$ cat src/rtl/cu_pkg.sv
// rtl/cu_pkg.sv - shared opcodes, ALU/writeback codes, FSM states and control bundle for mc_control_unit
package cu_pkg;

  localparam logic [6:0] OPC_LUI    = 7'b0110111;
  localparam logic [6:0] OPC_AUIPC  = 7'b0010111;
  localparam logic [6:0] OPC_JAL    = 7'b1101111;
  localparam logic [6:0] OPC_JALR   = 7'b1100111;
  localparam logic [6:0] OPC_BRANCH = 7'b1100011;
  localparam logic [6:0] OPC_LOAD   = 7'b0000011;
  localparam logic [6:0] OPC_STORE  = 7'b0100011;
  localparam logic [6:0] OPC_OPIMM  = 7'b0010011;
  localparam logic [6:0] OPC_OP     = 7'b0110011;
  localparam logic [6:0] OPC_FENCE  = 7'b0001111;

  localparam logic [3:0] ALU_ADD   = 4'd0;
  localparam logic [3:0] ALU_SUB   = 4'd1;
  localparam logic [3:0] ALU_SLL   = 4'd2;
  localparam logic [3:0] ALU_SLT   = 4'd3;
  localparam logic [3:0] ALU_SLTU  = 4'd4;
  localparam logic [3:0] ALU_XOR   = 4'd5;
  localparam logic [3:0] ALU_SRL   = 4'd6;
  localparam logic [3:0] ALU_SRA   = 4'd7;
  localparam logic [3:0] ALU_OR    = 4'd8;
  localparam logic [3:0] ALU_AND   = 4'd9;
  localparam logic [3:0] ALU_PASSB = 4'd10;

  localparam logic [1:0] WB_PC4 = 2'b00;
  localparam logic [1:0] WB_ALU = 2'b01;
  localparam logic [1:0] WB_MEM = 2'b10;

  typedef enum logic [2:0] {FETCH, DECODE, EXEC, MEM, WB, TRAP} state_t;

  typedef struct packed {
    logic [3:0] alu_op;
    logic       opa_sel;
    logic       opb_sel;
    logic [1:0] wb_sel;
    logic       br_un;
    logic       rd_wr;
    logic       is_load;
    logic       is_store;
    logic       is_branch;
    logic       is_jump;
    logic [2:0] br_cond;
    logic       illegal;
  } ctl_t;

  // funct7=0 ALU operation for OP / OP-IMM
  function automatic logic [3:0] alu_from_f3(input logic [2:0] f3);
    case (f3)
      3'b000:  return ALU_ADD;
      3'b001:  return ALU_SLL;
      3'b010:  return ALU_SLT;
      3'b011:  return ALU_SLTU;
      3'b100:  return ALU_XOR;
      3'b101:  return ALU_SRL;
      3'b110:  return ALU_OR;
      default: return ALU_AND;
    endcase
  endfunction

  function automatic logic br_taken(input logic [2:0] f3, input logic less, input logic equal);
    case (f3)
      3'b000:         return equal;
      3'b001:         return !equal;
      3'b100, 3'b110: return less;
      3'b101, 3'b111: return !less;
      default:        return 1'b0;
    endcase
  endfunction

endpackage

$ cat src/rtl/cu_decoder.sv
// rtl/cu_decoder.sv - combinational RV32I instruction to control-bundle decoder with illegal detection
module cu_decoder
  import cu_pkg::*;
(
  input  logic [31:0] i_instr,
  output ctl_t        o_ctl
);

  logic [6:0] opcode;
  logic [2:0] funct3;
  logic [6:0] funct7;
  logic       unused_fields;
  ctl_t       ctl;

  assign opcode        = i_instr[6:0];
  assign funct3        = i_instr[14:12];
  assign funct7        = i_instr[31:25];
  assign unused_fields = ^{i_instr[24:15], i_instr[11:7]};

  always_comb begin
    ctl         = '0;
    ctl.br_cond = funct3;
    case (opcode)
      OPC_LUI: begin
        ctl.alu_op = ALU_PASSB; ctl.opb_sel = 1'b1; ctl.wb_sel = WB_ALU; ctl.rd_wr = 1'b1;
      end
      OPC_AUIPC: begin
        ctl.opa_sel = 1'b1; ctl.opb_sel = 1'b1; ctl.wb_sel = WB_ALU; ctl.rd_wr = 1'b1;
      end
      OPC_JAL: begin
        ctl.opa_sel = 1'b1; ctl.opb_sel = 1'b1; ctl.wb_sel = WB_PC4;
        ctl.rd_wr = 1'b1; ctl.is_jump = 1'b1;
      end
      OPC_JALR: begin
        ctl.illegal = (funct3 != 3'b000);
        ctl.opb_sel = 1'b1; ctl.wb_sel = WB_PC4; ctl.rd_wr = 1'b1; ctl.is_jump = 1'b1;
      end
      OPC_BRANCH: begin
        ctl.illegal   = (funct3 == 3'b010) || (funct3 == 3'b011);
        ctl.opa_sel   = 1'b1; ctl.opb_sel = 1'b1; ctl.is_branch = 1'b1;
        ctl.br_un     = funct3[2] & funct3[1];
      end
      OPC_LOAD: begin
        ctl.illegal = (funct3 == 3'b011) || (funct3 == 3'b110) || (funct3 == 3'b111);
        ctl.opb_sel = 1'b1; ctl.wb_sel = WB_MEM; ctl.rd_wr = 1'b1; ctl.is_load = 1'b1;
      end
      OPC_STORE: begin
        ctl.illegal = (funct3 > 3'b010);
        ctl.opb_sel = 1'b1; ctl.is_store = 1'b1;
      end
      OPC_OPIMM: begin
        ctl.alu_op = alu_from_f3(funct3);
        ctl.opb_sel = 1'b1; ctl.wb_sel = WB_ALU; ctl.rd_wr = 1'b1;
        if (funct3 == 3'b001) begin
          ctl.illegal = (funct7 != 7'b0000000);
        end else if (funct3 == 3'b101) begin
          ctl.illegal = (funct7 != 7'b0000000) && (funct7 != 7'b0100000);
          if (funct7 == 7'b0100000) ctl.alu_op = ALU_SRA;
        end
      end
      OPC_OP: begin
        ctl.wb_sel = WB_ALU; ctl.rd_wr = 1'b1;
        if (funct7 == 7'b0000000) begin
          ctl.alu_op = alu_from_f3(funct3);
        end else if (funct7 == 7'b0100000 && funct3 == 3'b000) begin
          ctl.alu_op = ALU_SUB;
        end else if (funct7 == 7'b0100000 && funct3 == 3'b101) begin
          ctl.alu_op = ALU_SRA;
        end else begin
          ctl.illegal = 1'b1;
        end
      end
      OPC_FENCE: ctl.wb_sel = WB_PC4;
      default:   ctl.illegal = 1'b1;
    endcase
    // An illegal instruction must never write state, whether it traps or retires as a NOP
    if (ctl.illegal) begin
      ctl.rd_wr = 1'b0; ctl.is_load = 1'b0; ctl.is_store = 1'b0;
      ctl.is_branch = 1'b0; ctl.is_jump = 1'b0;
    end
  end

  assign o_ctl = ctl;

endmodule

$ cat src/rtl/mc_control_unit.sv
// rtl/mc_control_unit.sv - multi-cycle RV32I control FSM; CU_MEM_TIMEOUT_EN adds a memory-ack timeout trap
module mc_control_unit
  import cu_pkg::*;
#(
  parameter int ALU_OP_W     = 4,
  parameter int MEM_TIMEOUT  = 16,
  parameter bit ILLEGAL_TRAP = 1'b1
) (
  input  logic                i_clk,
  input  logic                i_rst_n,
  input  logic [31:0]         i_instr,
  input  logic                i_br_less,
  input  logic                i_br_equal,
  input  logic                i_mem_ack,
  output logic                o_imem_rden,
  output logic                o_ir_wren,
  output logic                o_mem_rden,
  output logic                o_mem_wren,
  output logic                o_pc_wren,
  output logic                o_pc_sel,
  output logic                o_rd_wren,
  output logic                o_br_un,
  output logic                o_opa_sel,
  output logic                o_opb_sel,
  output logic [ALU_OP_W-1:0] o_alu_op,
  output logic [1:0]          o_wb_sel,
  output logic                o_insn_vld,
  output logic                o_illegal
);

  state_t state;
  ctl_t   dec_ctl;
  ctl_t   ctl_q;
  logic   taken_q;
  logic   tmo_hit;

  cu_decoder u_decoder (
    .i_instr (i_instr),
    .o_ctl   (dec_ctl)
  );

`ifdef CU_MEM_TIMEOUT_EN
  localparam int TMO_W = $clog2(MEM_TIMEOUT + 1);
  logic [TMO_W-1:0] tmo_cnt;

  always_ff @(posedge i_clk) begin
    if (!i_rst_n) begin
      tmo_cnt <= '0;
    end else if ((state == FETCH || state == MEM) && !i_mem_ack) begin
      tmo_cnt <= tmo_cnt + 1'b1;
    end else begin
      tmo_cnt <= '0;
    end
  end

  assign tmo_hit = !i_mem_ack && (tmo_cnt == TMO_W'(MEM_TIMEOUT - 1));
`else
  // Without the counter the waits are unbounded; MEM_TIMEOUT has no effect
  assign tmo_hit = (MEM_TIMEOUT < 0);
`endif

  always_ff @(posedge i_clk) begin
    if (!i_rst_n) begin
      state   <= FETCH;
      ctl_q   <= '0;
      taken_q <= 1'b0;
    end else begin
      case (state)
        FETCH: begin
          if (i_mem_ack)    state <= DECODE;
          else if (tmo_hit) state <= TRAP;
        end
        DECODE: begin
          ctl_q <= dec_ctl;
          state <= (dec_ctl.illegal && ILLEGAL_TRAP) ? TRAP : EXEC;
        end
        EXEC: begin
          taken_q <= ctl_q.is_branch & br_taken(ctl_q.br_cond, i_br_less, i_br_equal);
          state   <= (ctl_q.is_load || ctl_q.is_store) ? MEM : WB;
        end
        MEM: begin
          if (i_mem_ack)    state <= WB;
          else if (tmo_hit) state <= TRAP;
        end
        WB:      state <= FETCH;
        default: state <= TRAP;
      endcase
    end
  end

  always_comb begin
    o_imem_rden = 1'b0;
    o_ir_wren   = 1'b0;
    o_mem_rden  = 1'b0;
    o_mem_wren  = 1'b0;
    o_pc_wren   = 1'b0;
    o_pc_sel    = 1'b0;
    o_rd_wren   = 1'b0;
    o_br_un     = 1'b0;
    o_opa_sel   = 1'b0;
    o_opb_sel   = 1'b0;
    o_alu_op    = '0;
    o_wb_sel    = 2'b00;
    o_insn_vld  = 1'b0;
    o_illegal   = 1'b0;
    case (state)
      FETCH: begin
        o_imem_rden = 1'b1;
        // IR must capture the word in the same cycle the fetch completes
        o_ir_wren   = i_mem_ack;
      end
      EXEC, MEM: begin
        o_opa_sel  = ctl_q.opa_sel;
        o_opb_sel  = ctl_q.opb_sel;
        o_alu_op   = ALU_OP_W'(ctl_q.alu_op);
        o_br_un    = ctl_q.br_un;
        o_mem_rden = (state == MEM) && ctl_q.is_load;
        o_mem_wren = (state == MEM) && ctl_q.is_store;
      end
      WB: begin
        o_pc_wren  = 1'b1;
        o_insn_vld = 1'b1;
        o_rd_wren  = ctl_q.rd_wr;
        o_pc_sel   = ctl_q.is_jump | taken_q;
        o_wb_sel   = ctl_q.wb_sel;
        o_illegal  = ctl_q.illegal;
      end
      TRAP:    o_illegal = 1'b1;
      default: ;
    endcase
  end

endmodule

$ cat config.mk
export PLATFORM = sky130hd
export DESIGN_NAME = mc_control_unit
export DESIGN_NICKNAME = d
export VERILOG_FILES = /design/src/rtl/cu_pkg.sv /design/src/rtl/cu_decoder.sv /design/src/rtl/mc_control_unit.sv
export SDC_FILE = /design/constraint.sdc
export NUM_CORES = 1
export LEC_CHECK = 0
export CORE_MARGIN = 2
export CORE_UTILIZATION = 45
export DETAILED_ROUTE_END_ITERATION = 16
export GPL_ROUTABILITY_DRIVEN = 1
export GPL_TIMING_DRIVEN = 1
export PLACE_DENSITY_LB_ADDON = 0.1
export SETUP_SLACK_MARGIN = 0.2
export SLEW_MARGIN = 20
export SYNTH_ARGS = -nofsm -noshare
export SYNTH_HDL_FRONTEND = slang
export SYNTH_SLANG_ARGS = --single-unit
$ cat constraint.sdc
create_clock -name i_clk -period 2.6 [get_ports i_clk]
set_clock_uncertainty 0.1 [all_clocks]
set_input_delay 0.65 -clock i_clk [delete_from_list [all_inputs] [get_ports i_clk]]
set_output_delay 0.65 -clock i_clk [all_outputs]
set_load 0.005 [all_outputs]
Word-level counts from Yosys, hierarchy flattened
Cells that the tools add are included.
- order comparisons: 1
- eq/ne operators: 31
- multiplexer cells: 45
- bitwise logic cells: 3
- reductions and logical operators: 27
- operators by type and width (cell ; number):
    $eq A3 B3 Y1 const B ; 10
    $eq A7 B6 Y1 const B ; 4
    $pmux W4 S7 ; 1
    $mux W1 ; 25
    $mux W4 ; 6
    $eq A7 B7 Y1 const B ; 3
    $mux W3 ; 5
    $pmux W3 S5 ; 1
    $eq A7 B5 Y1 const B ; 2
    $eq A3 B2 Y1 const B ; 4
    $pmux W4 S3 ; 1
    $eq A3 B1 Y1 const B ; 3
    $logic_not A3 Y1 ; 3
    $reduce_or A2 Y1 ; 4
    $reduce_or A4 Y1 ; 2
    $reduce_or A8 Y1 ; 1
    $eq A7 B2 Y1 const B ; 1
    $eq A7 B4 Y1 const B ; 1
    $logic_not A7 Y1 ; 1
    $ne A7 B6 Y1 const B ; 1
    $pmux W1 S7 ; 1
    $reduce_bool A7 Y1 ; 1
    $reduce_or A7 Y1 ; 1
    $logic_and A1 B1 Y1 ; 5
    other kinds (14) ; 20
- register bits after elaboration: 22
- bits of input ports: 37
- output and inout bits: 18
- word-level logic and storage cells: 121

Depth between registers and ports, before layout
Gate-level depths: netlist of the first run.
- depth after elaboration: 8
- mapped depth: 7
- depth with buffers taken out: 6

Hierarchy
Synthesis of the first run repeated with hierarchy kept, for this count alone.
- cells, all modules: 223
- area total of the unflattened synthesis: 1655.3 µm²
- modules (own cells, without submodules) (module ; instances ; cells each ; area an instance (µm²) ; seq. area each (µm²)):
    mc_control_unit ; 1 ; 132 ; 1062.3 ; 440.4
    cu_decoder ; 1 ; 91 ; 593.1 ; 0.0

Worst setup path after synthesis of the first run
OpenSTA, ideal clock, no wires.
- kind: input to register
- from: input port i_instr[3]
- to: register ctl_q[8] (netlist name)
- library setup time: 0.128 ns
- data arrival time: 2.038 ns
- data required time: 2.372 ns
- path slack: 0.334 ns
- stages: 7
- path buffers: 1
- path through: buf_6 -> or3b_4 -> nor3_4 -> nand2_2 -> o31ai_4 -> or3_4 -> o41ai_2
- cells in the longest elaborated chain, start to end: 4
- elaborated cells on any way between the ends: 15
- those cells by class: eq/ne: 10; mux: 3; reduce/logical: 2
- ends and longest elaborated chain (item ; RTL line ; source):
    start, declared ; mc_control_unit.sv:11 ; input logic [31:0] i_instr,
    $eq A7 B4 Y1, or another cell as far along ; cu_decoder.sv:23 ; case (opcode)
    $reduce_or A4 Y1 (no source line) / $reduce_or A7 Y1 (equally long branches) ; -- ;
    $pmux W1 S7 / $mux W1 (equally long branches) ; cu_decoder.sv:23 ;
    $mux W5 (*) ; cu_decoder.sv:77 ; if (ctl.illegal) begin
    end signal, assigned ; mc_control_unit.sv:74 ; ctl_q <= dec_ctl;
    end, declared ; mc_control_unit.sv:33 ; ctl_t ctl_q;
Mark *: on every way between the ends. The rest lies on a longest branch, timed or not.
A chain may end at the register's enable or synchronous reset.

Final worst setup path of the first run
- from: register state[1]
- to: output port o_opa_sel
- cells in the longest elaborated chain, start to end: 3
- elaborated cells on any way between the ends: 4
- those cells by class: eq/ne: 2; mux: 1; reduce/logical: 1
- ends and longest elaborated chain (item ; RTL line ; source):
    start, declared ; mc_control_unit.sv:31 ; state_t state;
    start signal, assigned ; mc_control_unit.sv:75 ; state <= (dec_ctl.illegal && ILLEGAL_TRAP) ? TRAP : EXEC;
    start signal, assigned ; mc_control_unit.sv:79 ; state <= (ctl_q.is_load || ctl_q.is_store) ? MEM : WB;
    $eq A3 B2 Y1 ; mc_control_unit.sv:106 ; case (state)
    $reduce_or A2 Y1 (*) ; mc_control_unit.sv:106 ;
    $mux W1 (*) ; mc_control_unit.sv:106 ;
    end, declared ; mc_control_unit.sv:23 ; output logic o_opa_sel,
Marks and branches as above.

==> impl_metrics.tcl, run 1 <==
set metrics [dict create \
    status "finished, final reports clean" \
    cp.arrival_ns 1.65 \
    htreeDepth 1 \
    maxSlewHeadroom_pct 77.0 \
    cts_tree "yes" \
    vias 1818 \
    r2r_setup_slack_ns 0.57 \
    synth_nets 244 \
    holdCritStartpoint "ctl_q[14]$_SDFFE_PN0N_" \
    cp-end-kind "primary output" \
    fin_crit_sh_pct 92.3 \
    ir_worst_vdd_mv 0.194 \
    synth-compound-area-share_pct 27.5 \
    hold_viol 0 \
    dr.pass1.iters 6 \
    rsz0062_at_grt "true" \
    synth.distinct_cells 55 \
    clk_pin_slew_worst_paths_ns 0.13 \
    crit_chain "nor2b_4, buf_4, and2_1, clkdlybuf4s50_1" \
    yosysSeqAreaShare_pct 28.4 \
    final_cell_mix "51 x buf_4, 23 x nand2_1, 20 x clkdlybuf4s50_1" \
    synthArstFlopShare_pct 0 \
    ys.flop_type "dfxtp_1" \
    whs_endpoint "ctl_q[14]$_SDFFE_PN0N_" \
    setup_ws_ns 0.200 \
    r2r_start "state[1]$_SDFFE_PN0P_" \
    synth_xor_area_share_pct 1.13 \
    power_density_mw_per_mm2 342 \
    synthCells 207 \
    num_antenna_cells 0 \
    r2r_end "ctl_q[8]$_SDFFE_PN0N_" \
    fin_nets 325 \
    post-route-min-period_ns 2.40 \
    cp_slowest_cell "clkdlybuf4s50_1" \
    syn2layout_area_growth_pct 60.6 \
    max_freq_mhz 417 \
    routedWlPerCell_um 14.0 \
    cts_buffer_depth 2 \
    fin_area_mm2 0.00249 \
    worst_pin_slew_ns 0.345 \
    path_max_fanout 4 \
    synth_edf_count 0 \
    core_mm2 0.00331 \
    synthAdderAreaFrac_pct 0 \
    slew_violations 0 \
    io_pins 55 \
    grt_remaining_overflow 0 \
    fp.dieH_um 62.7 \
    crit_path_start "state[1]$_SDFFE_PN0P_" \
    routabilityCongestion 0.848 \
    port_buffers 39 \
    drc 0 \
    hp-class "reg -> reg" \
    dp_cells 318 \
    cts_hold_buffers 0 \
    clock_sinks 22 \
    fin_cells 333 \
    yosysWarnings 0 \
    muxShareOfSynthArea_pct 0.645 \
    grt_pass1_vias 1730 \
    rows 21 \
    slowest_delay_ns 0.50 \
    hpwl_um 3410 \
    drive_gt1_share_pct 29.6 \
    use_met3_pct 1.80 \
    multiInputGateArea_mm2 0.00109 \
    rr_worst_depth 7 \
    grt_first_pass_wirelength_um 7630 \
    start_kind "register" \
    routed_wl_um 4680 \
    p_leak_uw 0.00117 \
    clkLatencyLatePin_ns 0.33 \
    register_area_um2 449 \
    required_ns 1.85 \
    critPathKind "reg -> out" \
    start_util_pct 46.9 \
    viasPerCell 5.46 \
    drv_cap 0 \
    layout_commonest_cell "buf_4" \
    grt_usage_pct 23.6 \
    placed_cell_area_mm2 0.00221 \
    grt_max_degree 15 \
    finalSetupViolations 0 \
    drt_iter0_markers 71 \
    die_w_um 62.7 \
    cts_root_buf "clkbuf_4" \
    cts-buffers-inserted 3 \
    syn-cell-area_mm2 0.00155 \
    busiest_layer "met2" \
    syn_avg_cell_area_um2 7.50 \
    die-area_mm2 0.00393 \
    grt_use_met1_pct 29.0 \
    antenna_found_initial 0 \
    whs_path_depth 2 \
    dpl_worst_slack_ns -0.200 \
    synth_top_family_by_area "simple AND/OR/NAND/NOR gates" \
    ys_seq_elements 22 \
    postRouteAntennaNets 0 \
    fillers 266 \
    met2_usage_pct 43.0 \
    synthSimpleGateAreaFrac_pct 34.2 \
]
==> worst max path at each step <==
stage,to,slack [ns],cells after the start
2_1_floorplan,ctl_q[8]$_SDFFE_PN0N_,0.33,7
3_3_place_gp,ctl_q[4]$_SDFFE_PN0N_,-0.15,6
3_5_place_dp,ctl_q[8]$_SDFFE_PN0N_,-0.20,7
4_1_cts,o_mem_rden,0.18,4
5_1_grt,o_alu_op[2],0.14,4
6_report,o_opa_sel,0.20,4
==> area by class of cell <==
class | instances | share of cell area, %
timing repair buffer | 92 | 32.9
sequential | 22 | 18.0
clock inverter | 1 | 1.21
clock buffer | 3 | 0.904
tap | 46 | 2.31
multi-input combinational | 163 | 43.7
inverter | 6 | 0.904
==> synth_stat cells, drive strengths merged (3+ instances only) <==
library cell / n / area (um^2)
nand3: 6 / 30.0
and2: 12 / 75.1
dfxtp: 22 / 440
nor2: 19 / 71.3
nor3: 11 / 66.3
a2bb2oi: 3 / 26.3
o31ai: 3 / 36.3
nand2: 26 / 100
buf: 10 / 81.3
clkbuf: 6 / 22.5
a21oi: 22 / 110
inv: 6 / 22.5
o21ai: 12 / 60.1
nor4: 4 / 37.5
nor2b: 6 / 37.5
==> routing by layer <==
layer  part of all wire (%)  wire length (um)  vias to the layer above
met5                      0                 0                        -
met4                    1.6                76                        0
met3                    3.3               154                        6
met2                     51              2370                       50
met1                     44              2070                      860
li1                       -                 -                      902
==> metrics by stage <==
stage | total power, uW | util [%] | hold WS (ns) | setup TNS, ns
2_1_floorplan | 473 | - | 0.327 | 0
3_3_place_gp | 566 | 66.8 | 0.338 | -1.09
3_5_place_dp | 573 | 66.8 | 0.347 | -1.62
4_1_cts | 841 | 71.1 | 0.365 | 0
5_1_grt | 890 | 75.2 | 0.393 | 0
6_report | 852 | 75.2 | 0.364 | 0
==> worst max-delay path: cells and delay by family, from the launching register on <==
kind / cells / cell delay, ns
buf+inv: 2 / 0.65
flops: 1 / 0.37
simple gates: 2 / 0.31
==> power by group <==
group	internal, uW	switching, uW	total (uW)	leakage, uW
clock network	156	110	266	0.0000279
logic	114	111	225	0.000964
registers	348	12.9	361	0.000180
total	618	234	852	0.00117
==> registers in the layout (all words and copies together) (netlist names) <==
register,flops
ctl_q,18
state,3
taken_q,1
==> cells by family (layout without fill, tap and decap cells) <==
family / count (synthesis) / in the layout
and+or+nand+nor: 97 / 97
xor gates and xnor gates: 2 / 2
muxes: 1 / 1
buffers and inverters: 22 / 102
AOI/OAI and AO/OA: 63 / 63
DFF: 22 / 22
==> what timing repair did <==
item / in CTS / in global routing
pin swaps: 9 / 11
gates cloned: 1 / 0
gates resized for setup: 24 / 26
buffers inserted: 3 / 7
endpoints found under the setup margin: 23 / 15
Power figures use the tool's default switching activity.
==> run 2: changes to the inputs <==
--- a/config.mk
+++ b/config.mk
@@ -6,7 +6,7 @@
 export NUM_CORES = 1
 export LEC_CHECK = 0
 export CORE_MARGIN = 2
-export CORE_UTILIZATION = 45
+export CORE_UTILIZATION = 46
 export DETAILED_ROUTE_END_ITERATION = 16
 export GPL_ROUTABILITY_DRIVEN = 1
 export GPL_TIMING_DRIVEN = 1
@@ -15,4 +15,5 @@
 export SLEW_MARGIN = 20
 export SYNTH_ARGS = -nofsm -noshare
 export SYNTH_HDL_FRONTEND = slang
+export SYNTH_HIERARCHICAL = 1
 export SYNTH_SLANG_ARGS = --single-unit
==> impl_metrics.tcl, run 2 <==
set metrics [dict create \
    antenna_found_initial 0 \
    routabilityCongestion 0.888 \
    grt_pass1_vias 1722 \
    drt_iter0_markers 107 \
    multiInputGateArea_mm2 0.00119 \
    num_antenna_cells 0 \
    syn_avg_cell_area_um2 7.42 \
    dpl_worst_slack_ns -0.354 \
    reg.largest.list "ctl_q x18, state x3, taken_q x1" \
    hpwl_um 3230 \
    ys.flop_type "dfxtp_1" \
    vias 1852 \
    ir_worst_vdd_mv 0.326 \
    start_kind "register" \
    synth.distinct_cells 47 \
    status "finished, final reports clean" \
    register_area_um2 447 \
    rsz0062_at_grt "true" \
    p_leak_uw 0.00112 \
    synthTopCellsByArea "dfxtp_1 27%, nand2_1 10%, a21boi_1 5.0%, nand2b_1 3.8%, a21boi_0 3.6%" \
    clk_pin_slew_worst_paths_ns 0.12 \
    yosysSeqAreaShare_pct 26.6 \
    power_density_mw_per_mm2 312 \
    p_int_uw 546 \
    core_mm2 0.00339 \
    syn2layout_area_growth_pct 49.6 \
    final_cell_mix "46 x nand2_1, 42 x buf_4, 19 x dfxtp_1, 19 x clkdlybuf4s50_1" \
    routed_wl_um 4660 \
    drc 0 \
    postRouteAntennaNets 0 \
    cts_root_buf "clkbuf_4" \
    yosys.area.top_type_share_pct 26.6 \
    cp-end-kind "primary output" \
    clock_sinks 22 \
    grt_max_degree 21 \
    seq_power_share_pct 46.4 \
    yosys-top-cells-count "46 x nand2_1, 22 x dfxtp_1, 11 x a21boi_1" \
    critPathKind "reg -> out" \
    hp-class "reg -> reg" \
    io_pins 55 \
    cts_tree "yes" \
    fp.dieH_um 64.0 \
    viasPerCell 5.50 \
    setup_ws_ns 0.194 \
    grt_remaining_overflow 0 \
    drv_cap 0 \
    cts-buffers-inserted 3 \
    synthArstFlopShare_pct 0 \
    yosysWarnings 6 \
    start_util_pct 48.8 \
    required_ns 1.85 \
    yosysMostFrequentCell "nand2_1" \
    routedWlPerCell_um 13.8 \
    cp.arrival_ns 1.66 \
    slew_violations 0 \
    maxSlewHeadroom_pct 49.8 \
    dr.pass1.iters 4 \
    fin_crit_sh_pct 92.5 \
    p_clk_share_pct 24.8 \
    synthCells 223 \
    fin_nets 329 \
    grt_first_pass_wirelength_um 7910 \
    synth_nets 260 \
    ys_seq_elements 22 \
    fillers 269 \
    die_w_um 64.0 \
    finalSetupViolations 0 \
    hold_viol 0 \
    syn-cell-area_mm2 0.00166 \
    top_register "ctl_q" \
    port_buffers 39 \
    drive_gt1_share_pct 24.4 \
    switching_share_pct 29.4 \
    path_max_fanout 5 \
    rows 21 \
    switchingPower_uw 227 \
    max_freq_mhz 416 \
    finalPower_uw 773 \
    post-route-min-period_ns 2.41 \
    worst_pin_slew_ns 0.752 \
    cts_buffer_depth 2 \
    yosysTopAreaCell "dfxtp_1" \
    combPwrFrac_pct 28.9 \
    clkLatencyLatePin_ns 0.31 \
    largest_reg_flops 18 \
    synth_edf_count 0 \
    die-area_mm2 0.00409 \
    cts_hold_buffers 0 \
    grt_usage_pct 23.9 \
    htreeDepth 1 \
    layout_commonest_cell "nand2_1" \
]
## run 2: cell count changes in the layout (fill, tap and decap cells not counted), moves of 5 or more
| cell | change |
|---|---|
| nand2_1 | +23 |
| nand3b_1 | +5 |
| nor3_1 | -5 |
| nor2_1 | -9 |
| buf_4 | -9 |
| a21boi_1 | +12 |
| a21oi_1 | -11 |
| nand2b_1 | +9 |
| a21boi_0 | +6 |
## run 2: through the flow
step | util, % | instances | instance area, um^2 | setup TNS [ns] | hold slack [ns]
final | 73.1 | 337 | 2480 | 0 | 0.357
after global placement | 67.1 | 326 | 2270 | -1.94 | 0.340
after global routing | 73.1 | 337 | 2480 | 0 | 0.377
after CTS | 70.4 | 332 | 2390 | 0 | 0.361
after floorplan | - | 223 | 1660 | 0 | 0.330
after detailed placement | 67.1 | 326 | 2270 | -2.34 | 0.343
## run 2: final cells by class
class	instances	area share, %
timing repair buffer	82	29.5
multi-input combinational	178	47.9
tap	46	2.32
sequential	22	18.0
clock buffer	4	1.47
inverter	5	0.758
## run 2: worst max-delay path, stage by stage (launching register included)
cell,delay (ns)
dfxtp_2,0.36
buf_4,0.12
nor2b_4,0.19
and3_1,0.17
clkdlybuf4s50_1,0.49
## run 2: power groups by stage
stage          Combinational [uW]  Sequential, uW  Clock, uW
4_1_cts                       215             357        195
3_5_place_dp                  210             362          0
6_report                      223             358        191
2_1_floorplan                 112             359          0
3_3_place_gp                  207             361          0
5_1_grt                       245             360        208
## run 2: timing repair
action	4_1_cts	5_1_grt
setup endpoints to repair	25	18
pin swaps	8	6
gates cloned	1	0
gates resized for setup	29	21
setup buffers	1	5
## run 2: cell families after synthesis
| group | share of synthesized area (%) |
|---|---|
| AO/OA/AOI/OAI | 27.9 |
| XOR/XNOR | 0.529 |
| buffers and inverters | 7.94 |
| flip-flops | 26.6 |
| AND/OR/NAND/NOR | 37.0 |
## run 2: path summary, 6_finish.rpt
check,startpoint,end,slack [ns],cells past startpoint
max,state[1]$_SDFFE_PN0P_,o_mem_wren,0.19,4
min,ctl_q[14]$_SDFFE_PN0N_,ctl_q[14]$_SDFFE_PN0N_,0.36,2
max reg2reg,state[0]$_SDFFE_PN0P_,ctl_q[1]$_SDFFE_PN0N_,0.80,4
min reg2reg,ctl_q[14]$_SDFFE_PN0N_,ctl_q[14]$_SDFFE_PN0N_,0.36,2
## run 2: layer usage
metal  up-vias  wire [um]  track usage, %  share of wire [%]
met2        56       2230            38.8                 48
met5         -          0               0                  0
li1        931          -               -                  -
met1       855       2130            31.5                 46
met3        10        239            4.93                5.1
met4         0         71            7.61                1.5
